==> config.mk <==
export PLATFORM = sky130hd
export DESIGN_NAME = mul_wb_scheduler
export DESIGN_NICKNAME = d
export VERILOG_FILES = /design/src/rtl/mul_wb_scheduler_pkg.sv /design/src/rtl/mul_track_slot.sv /design/src/rtl/mul_wb_scheduler.sv
export SDC_FILE = /design/constraint.sdc
export NUM_CORES = 1
export LEC_CHECK = 0
export CAP_MARGIN = 40
export CORE_MARGIN = 4
export CORE_UTILIZATION = 45
export DETAILED_ROUTE_END_ITERATION = 6
export PLACE_DENSITY = 0.69
export SETUP_SLACK_MARGIN = 0.1
export SLEW_MARGIN = 15
export SYNTH_ARGS = -nofsm -noshare
export SYNTH_HDL_FRONTEND = slang
export SYNTH_HIERARCHICAL = 1
export SYNTH_SLANG_ARGS = --single-unit
==> constraint.sdc <==
create_clock -name clk -period 4.65 [get_ports clk]
set_input_delay 0.93 -clock clk [delete_from_list [all_inputs] [get_ports clk]]
set_output_delay 0.93 -clock clk [all_outputs]
set_load 0.005 [all_outputs]
==> src/rtl/mul_wb_scheduler_pkg.sv <==
// Shared constants and types for the multiply/writeback issue scheduler.
// Defaults match the pipeline's register-address width and pipe latencies.
package mul_wb_scheduler_pkg;

    localparam int REG_ADDR_W  = 5;
    localparam int MUL_LAT_DEF = 5;
    localparam int ALU_LAT_DEF = 3;
    localparam int CNT_W_DEF   = 3;

    // Per-cycle action on the in-flight multiply counter
    typedef enum logic [1:0] {
        INF_HOLD = 2'd0,
        INF_INC  = 2'd1,
        INF_DEC  = 2'd2
    } inf_op_e;

endpackage

==> src/rtl/mul_track_slot.sv <==
// One entry of the pending-multiply shift array: a registered {valid, dest}
// pair compared against both decode sources and the decode destination.
import mul_wb_scheduler_pkg::*;

module mul_track_slot #(
    parameter int REG_ADDR = REG_ADDR_W
) (
    input  logic                clk,
    input  logic                reset,
    input  logic                load_valid,
    input  logic [REG_ADDR-1:0] load_dest,
    input  logic [REG_ADDR-1:0] src1,
    input  logic [REG_ADDR-1:0] src2,
    input  logic [REG_ADDR-1:0] dest_cmp,
    output logic                valid,
    output logic [REG_ADDR-1:0] dest,
    output logic                match_src1,
    output logic                match_src2,
    output logic                match_dest
);

    always_ff @(posedge clk or negedge reset) begin
        if (!reset) begin
            valid <= 1'b0;
            dest  <= '0;
        end else begin
            valid <= load_valid;
            dest  <= load_dest;
        end
    end

    // A valid entry never holds r0, so a match implies a nonzero register.
    assign match_src1 = valid & (dest == src1);
    assign match_src2 = valid & (dest == src2);
    assign match_dest = valid & (dest == dest_cmp);

endmodule

==> src/rtl/mul_wb_scheduler.sv <==
// Issue scheduler between decode and the ALU/memory and multiply pipes:
// tracks pending multiplies, stalls on hazards and write-port collisions.
import mul_wb_scheduler_pkg::*;

module mul_wb_scheduler #(
    parameter int REG_ADDR = REG_ADDR_W,
    parameter int MUL_LAT  = MUL_LAT_DEF,
    parameter int ALU_LAT  = ALU_LAT_DEF,
    parameter int CNT_W    = CNT_W_DEF
) (
    input  logic                clk,
    input  logic                reset,
    input  logic                d_valid,
    input  logic                d_is_mult,
    input  logic                d_regwrite,
    input  logic [REG_ADDR-1:0] d_dest_reg,
    input  logic [REG_ADDR-1:0] d_src1,
    input  logic [REG_ADDR-1:0] d_src2,
    input  logic                flush,
    output logic                d_stall,
    output logic                mul_issue,
    output logic                alu_issue,
    output logic                wb_mul_sel,
    output logic [REG_ADDR-1:0] wb_mul_dest,
    output logic [CNT_W-1:0]    mul_inflight
);

    // Handshake: decode offers an instruction with d_valid; it is accepted
    // (mul_issue or alu_issue) in the same cycle unless d_stall is high, in
    // which case decode must hold it. flush withdraws the offer for one cycle.

    logic                req;
    logic                alu_wr;
    logic                raw;
    logic                waw;
    logic                port_conflict;
    logic                rec_valid;

    logic [MUL_LAT:1]    e_valid;
    logic [REG_ADDR-1:0] e_dest [1:MUL_LAT];
    logic [MUL_LAT:1]    m_src1;
    logic [MUL_LAT:1]    m_src2;
    logic [MUL_LAT:1]    m_dest;

    // Issue-age pipe counts every multiply, recorded or not.
    logic [MUL_LAT:1]    age;
    inf_op_e             inf_op;

    assign rec_valid = mul_issue & d_regwrite & (d_dest_reg != '0);

    for (genvar k = 1; k <= MUL_LAT; k++) begin : g_slot
        logic                nxt_valid;
        logic [REG_ADDR-1:0] nxt_dest;

        if (k == MUL_LAT) begin : g_head
            assign nxt_valid = rec_valid;
            assign nxt_dest  = d_dest_reg;
        end else begin : g_body
            assign nxt_valid = e_valid[k+1];
            assign nxt_dest  = e_dest[k+1];
        end

        mul_track_slot #(
            .REG_ADDR (REG_ADDR)
        ) u_slot (
            .clk        (clk),
            .reset      (reset),
            .load_valid (nxt_valid),
            .load_dest  (nxt_dest),
            .src1       (d_src1),
            .src2       (d_src2),
            .dest_cmp   (d_dest_reg),
            .valid      (e_valid[k]),
            .dest       (e_dest[k]),
            .match_src1 (m_src1[k]),
            .match_src2 (m_src2[k]),
            .match_dest (m_dest[k])
        );
    end

    assign req    = d_valid & ~flush;
    assign alu_wr = req & ~d_is_mult & d_regwrite;

    assign raw = req & (((|m_src1) & (d_src1 != '0)) |
                        ((|m_src2) & (d_src2 != '0)));
    assign waw = alu_wr & (d_dest_reg != '0) & (|m_dest);

    // An ALU op issued now writes in the same cycle as the multiply that
    // will sit in slot ALU_LAT after this edge, i.e. slot ALU_LAT+1 today.
    assign port_conflict = alu_wr & e_valid[ALU_LAT+1];

    assign d_stall   = raw | waw | port_conflict;
    assign mul_issue = req &  d_is_mult & ~d_stall;
    assign alu_issue = req & ~d_is_mult & ~d_stall;

    always_comb begin
        inf_op = INF_HOLD;
        if (mul_issue & ~age[1]) begin
            inf_op = INF_INC;
        end else if (~mul_issue & age[1]) begin
            inf_op = INF_DEC;
        end
    end

    always_ff @(posedge clk or negedge reset) begin
        if (!reset) begin
            age          <= '0;
            mul_inflight <= '0;
            wb_mul_sel   <= 1'b0;
            wb_mul_dest  <= '0;
        end else begin
            age         <= {mul_issue, age[MUL_LAT:2]};
            wb_mul_sel  <= e_valid[1];
            wb_mul_dest <= e_dest[1];
            case (inf_op)
                INF_INC: mul_inflight <= mul_inflight + CNT_W'(1);
                INF_DEC: mul_inflight <= mul_inflight - CNT_W'(1);
                default: mul_inflight <= mul_inflight;
            endcase
        end
    end

endmodule

==> results.sh, run 1 <==
export IMPL_overflow=0
export IMPL_clock_power_share_pct=28.0
export IMPL_ant_nets=0
export IMPL_num_rows=25
export IMPL_timing_rr_start="g_slot[1].u_slot/dest[3]"
export IMPL_drc_errors=0
export IMPL_slowest_delay_ns=0.59
export IMPL_hold_ws_ns=0.353
export IMPL_max_freq_ghz=0.224
export IMPL_power_density_mw_per_mm2=313
export IMPL_fin_area_sq_mm=0.00273
export IMPL_grt_pass1_wl_um=7910
export IMPL_syn_area_sq_mm=0.00219
export IMPL_p_switching_w=0.000229
export IMPL_async_reset_ff_share_pct=100
export IMPL_crit_family="buffers and inverters"
export IMPL_crit_path_cell_trace="clkdlybuf4s50_1, xnor2_1, and3_1, or4_4, o22ai_2, nand2_1, nor4b_2, clkdlybuf4s50_1"
export IMPL_ys_seq_area_share_pct=50.2
export IMPL_avgSynthCellArea_sq_um=12.2
export IMPL_p_leak_nw=1.27
export IMPL_cts_root_buffer="clkbuf_8"
export IMPL_crit_arrival_ns=3.53
export IMPL_diodes=0
export IMPL_seq_power_share_pct=51.8
export IMPL_ys_top_cells_by_count="xor2_1 (62), dfrtp_1 (44), xnor2_1 (16), and3_1 (15), nor4_1 (15)"
export IMPL_cp_start_kind="primary input"
export IMPL_ys_seq_elements=44
export IMPL_required_ns=3.72
export IMPL_routabilityCongestion=0.918
export IMPL_yosys_warnings=6
export IMPL_yosys_area_top_type="dfrtp_1"
export IMPL_fp_coreArea_sq_mm=0.00472
export IMPL_cp_num_buf_inv=2
export IMPL_status="complete, no violations"
export IMPL_antenna_found_initial=0
export IMPL_slew_violations=0
export IMPL_crit_top_cell="clkdlybuf4s50_1"
export IMPL_vdd_drop_max_mv=0.150
export IMPL_drv_cap=0
export IMPL_synth_cell_types=23
export IMPL_clock_sinks=44
export IMPL_cp_max_fo=6
export IMPL_post_cts_buffers=0
export IMPL_drt_wl_total_um=4670
export IMPL_syn_instance_count=179
export IMPL_drtIter0Drc=66
export IMPL_fin_worst_skew_ns=0.00731
export IMPL_viasPerCell=4.99
export IMPL_route_vias_total=1443
export IMPL_drive_gt1_share_pct=9.46
export IMPL_max_slew_margin_pct=70.9
export IMPL_crit_end="alu_issue"
export IMPL_period_share_pct=95.9
export IMPL_hpwl_um=3740
export IMPL_min_path_cells=0
export IMPL_endpoint_kind="output pin"
export IMPL_die_area_sq_mm=0.00605
export IMPL_synth_ff_type="dfrtp_1"
export IMPL_hold_class="flop to flop"
export IMPL_yosysMostFrequentCell="xor2_1"
export IMPL_die_h_um=77.8
export IMPL_min_period_ns=4.46
export IMPL_setup_tns_final_ns=0
export IMPL_swShare_pct=26.9
export IMPL_ioPinCount=33
export IMPL_portBuffers=32
export IMPL_die_x_um=77.8
export IMPL_yosys_top_cells_area="dfrtp_1 (50%), xor2_1 (25%), xnor2_1 (6.4%)"
export IMPL_clk_pin_slew_ns=0.08
export IMPL_criticalPathCategory="primary input to output pin"
export IMPL_drt_first_pass_iters=4
export IMPL_htreeDepth=2
export IMPL_ff2ff_setup_slack_ns=1.79
export IMPL_syn_nets=202
export IMPL_cts_max_path_buffers=2
export IMPL_grt_max_degree=35
export IMPL_critPathLaunch="d_src2[0]"
export IMPL_numCtsBuffers=5
export IMPL_clk_latency_ns=0.29
export IMPL_worstMarginPinSlew_ns=0.432
export IMPL_syn_to_final_growth_pct=24.5
export IMPL_combPwrFrac_pct=20.1
export IMPL_ff2ff_path_depth=13
export IMPL_wl_per_cell_um=16.2
export IMPL_synth_edf_count=0
export IMPL_nets=244
export IMPL_cts_tree="yes"
export IMPL_synth_top_area_share_pct=50.2
export IMPL_initial_utilization_pct=46.4
export IMPL_p_int_w=0.000624
export IMPL_timing_rr_end="mul_inflight[2]"
export IMPL_grt_pass1_vias=1553
export IMPL_crit_cells=8
export IMPL_placed_area_sq_mm=0.00263
export IMPL_postCtsHoldBufs=0
export IMPL_rsz0062_at_grt="false"
export IMPL_setup_violations=0
export IMPL_fin_util_pct=57.8
export IMPL_hold_viol=0
export IMPL_grt_use_total_pct=17.0
export IMPL_crit_slowest_cell="clkdlybuf4s50_1"
[timing repair]
item / in CTS / in global routing
endpoints found under the setup margin: 1 / 3
resized for setup: 4 / 5
pin swaps: 0 / 0
[registers in the layout, indices dropped and copies added (netlist names)]
signal / count
g_slot.u_slot/dest: 25
wb_mul_dest: 5
mul_inflight: 3
wb_mul_sel: 1
age: 5
g_slot.u_slot/valid: 5
[cell type report]
type,instances,area (sq um)
fill,419,1990
sequential,44,1100
multi-input combinational,131,1080
timing repair buffer,35,355
tap,67,83.8
clock buffer,6,82.6
inverter,4,15.0
clock inverter,2,10.0
[routing by layer]
metal	vias up	global-route usage (%)	routed length, um
met3	7	3.02	186
met4	0	6.41	76
li1	697	-	-
met1	706	23.0	2110
met2	33	27.2	2300
met5	-	0	0
[through the flow]
step / std cells / power (W) / setup slack (ns)
detailed placement: 281 / 0.000625 / 0.0736
finish: 289 / 0.000854 / 0.192
global placement: 280 / 0.000615 / 0.101
floorplan: 179 / 0.000526 / 1.46
CTS: 289 / 0.000866 / 0.106
global route: 289 / 0.000902 / 0.113
[layout by cell type, fill, tap and decap left out, types with 2 or more instances in the layout]
cell type and count:
buf_4 2, nor4_1 14, xor2_1 62, clkinv_2 2
nor2_1 2, and3_1 15, xnor2_1 16, or4_1 2
dlymetal6s2s_1 4, inv_1 4, clkdlybuf4s50_1 23, dfrtp_1 44
or4_4 3, dlygate4sd2_1 4, nor3_1 2, clkbuf_8 6
o22ai_2 2
[worst min path at each step]
| stage | from | end |
|---|---|---|
| global placement | age[3] | age[2] |
| finish | age[3] | age[2] |
| global route | age[3] | age[2] |
| detailed placement | age[2] | age[1] |
| CTS | age[3] | age[2] |
| floorplan | age[2] | age[1] |
[kinds of logic (layout without fill, tap and decap cells)]
family	Yosys count	after routing	share of synthesized area, %
flops	44	44	50.2
mux	1	1	0.457
simple gates	45	45	13.9
buf+inv	4	47	0.685
fa+ha+maj	2	2	1.48
compound gates	5	5	2.11
xor+xnor	78	78	31.2
[power groups by stage]
| stage | clock (W) | sequential [W] | combinational, W |
|---|---|---|---|
| 2_1_floorplan | 0 | 0.000446 | 0.0000798 |
| 3_3_place_gp | 0 | 0.000449 | 0.000166 |
| 3_5_place_dp | 0 | 0.000451 | 0.000174 |
| 4_1_cts | 0.000248 | 0.000443 | 0.000175 |
| 5_1_grt | 0.000264 | 0.000448 | 0.000190 |
| 6_report | 0.000239 | 0.000443 | 0.000172 |
No activity file was read; power rests on OpenSTA's default activity.
==> run 2, diff against run 1 <==
--- a/config.mk
+++ b/config.mk
@@ -5,7 +5,6 @@
 export SDC_FILE = /design/constraint.sdc
 export NUM_CORES = 1
 export LEC_CHECK = 0
-export CAP_MARGIN = 40
 export CORE_MARGIN = 4
 export CORE_UTILIZATION = 45
 export DETAILED_ROUTE_END_ITERATION = 6
==> constraint.sdc (replaced) <==
create_clock -name clk -period 5.17 [get_ports clk]
set_input_delay 1.034 -clock clk [delete_from_list [all_inputs] [get_ports clk]]
set_output_delay 1.034 -clock clk [all_outputs]
set_load 0.005 [all_outputs]
==> results.sh, run 2 (synthesis results as in run 1) <==
export IMPL_fp_coreArea_sq_mm=0.00472
export IMPL_post_cts_buffers=0
export IMPL_drive_gt1_share_pct=7.34
export IMPL_cts_resized=0
export IMPL_hold_class="flop to flop"
export IMPL_die_area_sq_mm=0.00605
export IMPL_grt_max_degree=45
export IMPL_diodes=0
export IMPL_cts_root_buffer="clkbuf_8"
export IMPL_hpwl_um=3550
export IMPL_crit_arrival_ns=3.81
export IMPL_htreeDepth=2
export IMPL_grt_use_met2_pct=24.8
export IMPL_grt_busiest_layer="met2"
export IMPL_criticalPathCategory="primary input to output pin"
export IMPL_grt_use_total_pct=16.1
export IMPL_drv_cap=0
export IMPL_num_rows=25
export IMPL_cp_max_fo=6
export IMPL_worstMarginPinSlew_ns=0.956
export IMPL_syn_to_final_growth_pct=22.6
export IMPL_routabilityCongestion=0.926
export IMPL_power_density_mw_per_mm2=288
export IMPL_setup_violations=0
export IMPL_grtUsageMet3_pct=4.18
export IMPL_p_leak_nw=1.21
export IMPL_endpoint_kind="output pin"
export IMPL_largest_register="g_slot.u_slot/dest"
export IMPL_numCtsBuffers=5
export IMPL_layout_commonest_cell="xor2_1"
export IMPL_drc_errors=0
export IMPL_nets=241
export IMPL_use_met1_pct=21.7
export IMPL_clock_sinks=44
export IMPL_die_x_um=77.8
export IMPL_viasPerCell=4.99
export IMPL_required_ns=4.14
export IMPL_min_path_cells=0
export IMPL_grt_pass1_wl_um=7400
export IMPL_finalNonFillerCells=285
export IMPL_max_slew_margin_pct=36.3
export IMPL_grt_pass1_vias=1483
export IMPL_die_h_um=77.8
export IMPL_wl_per_cell_um=15.9
export IMPL_hold_viol=0
export IMPL_post_place_cells=278
export IMPL_vdd_drop_max_mv=0.143
export IMPL_ant_nets=0
export IMPL_initial_utilization_pct=46.4
export IMPL_overflow=0
export IMPL_ff2ff_setup_slack_ns=2.37
export IMPL_rsz0062_at_grt="false"
export IMPL_largest_reg_flops=25
export IMPL_status="complete, no violations"
export IMPL_postCtsHoldBufs=0
export IMPL_min_to="age[4]"
export IMPL_timing_rr_end="mul_inflight[2]"
export IMPL_drt_first_pass_iters=4
export IMPL_ioPinCount=33
export IMPL_clk_pin_slew_ns=0.07
export IMPL_antenna_found_initial=0
export IMPL_min_period_ns=4.85
export IMPL_fin_worst_skew_ns=0.00374
export IMPL_portBuffers=32
export IMPL_clk_latency_ns=0.29
export IMPL_setup_tns_final_ns=0
export IMPL_timing_rr_start="g_slot[1].u_slot/dest[4]"
export IMPL_cts_max_path_buffers=2
export IMPL_drt_wl_total_um=4540
export IMPL_max_freq_ghz=0.206
export IMPL_period_share_pct=93.7
export IMPL_cts_tree="yes"
export IMPL_slew_violations=0
export IMPL_hold_start="age[5]"
export IMPL_most_common_layout_cells="xor2_1 (62), dfrtp_1 (44), clkdlybuf4s50_1 (31), xnor2_1 (16)"
export IMPL_route_vias_total=1423
export IMPL_cp_start_kind="primary input"
export IMPL_drtIter0Drc=77
export IMPL_ff2ff_path_depth=12
-- run 2: cell count changes in the layout (fill, tap and decap cells not counted) --
cell | before | now
clkdlybuf4s50_1 | 23 | 31
buf_12 | 1 | 0
dlymetal6s2s_1 | 4 | 0
nor4_1 | 14 | 15
nor4_2 | 1 | 0
clkbuf_8 | 6 | 7
buf_4 | 2 | 0
clkinv_2 | 2 | 0
dlygate4sd2_1 | 4 | 0
-- run 2: metal layers --
layer / share of wire [%] / vias to the layer above
met3: 6.3 / 7
met5: 0 / -
met2: 47 / 39
li1: - / 686
met4: 1.5 / 0
met1: 45 / 691
-- run 2: worst max-delay path, cell delays in order --
cell	delay, ns
clkdlybuf4s50_1	0.70
xor2_1	0.21
nor4_1	0.06
and3_1	0.19
or4_4	0.53
o22ai_2	0.18
nand2_1	0.11
nor4b_2	0.24
clkdlybuf4s50_1	0.54
-- run 2: report_power, final --
part           leakage [nW]  internal [W]  switching (W)
clock                0.0503      0.000119       0.000107
combinational         0.625     0.0000830      0.0000681
sequential            0.534      0.000371      0.0000272
-- run 2: worst max path at each step --
stage	cells after the start	to	slack (ns)	startpoint
after global placement	9	alu_issue	0.42	d_src2[1]
final	9	alu_issue	0.32	d_src2[4]
after CTS	9	alu_issue	0.31	d_src2[4]
after global routing	9	alu_issue	0.21	d_src1[1]
after detailed placement	9	alu_issue	0.33	d_src2[4]
after floorplan	7	alu_issue	1.77	d_src2[2]
-- run 2: area by class of cell --
class                   count  area, sq um
clock buffers               7         96.3
fillers                   391         2040
inverters                   4         15.0
multi-input cells         131         1080
flip-flops and latches     44         1100
well taps                  67         83.8
repair buffers             32          315
-- run 2: stage by stage --
stage	hold slack (ns)	util [%]	instance area [sq um]	total power [W]	setup WS, ns
floorplan	0.331	-	2190	0.000473	1.77
global placement	0.334	54.9	2590	0.000552	0.419
detailed placement	0.336	54.9	2590	0.000559	0.326
CTS	0.353	56.9	2690	0.000786	0.310
global route	0.367	56.9	2690	0.000818	0.214
finish	0.350	56.9	2690	0.000775	0.324
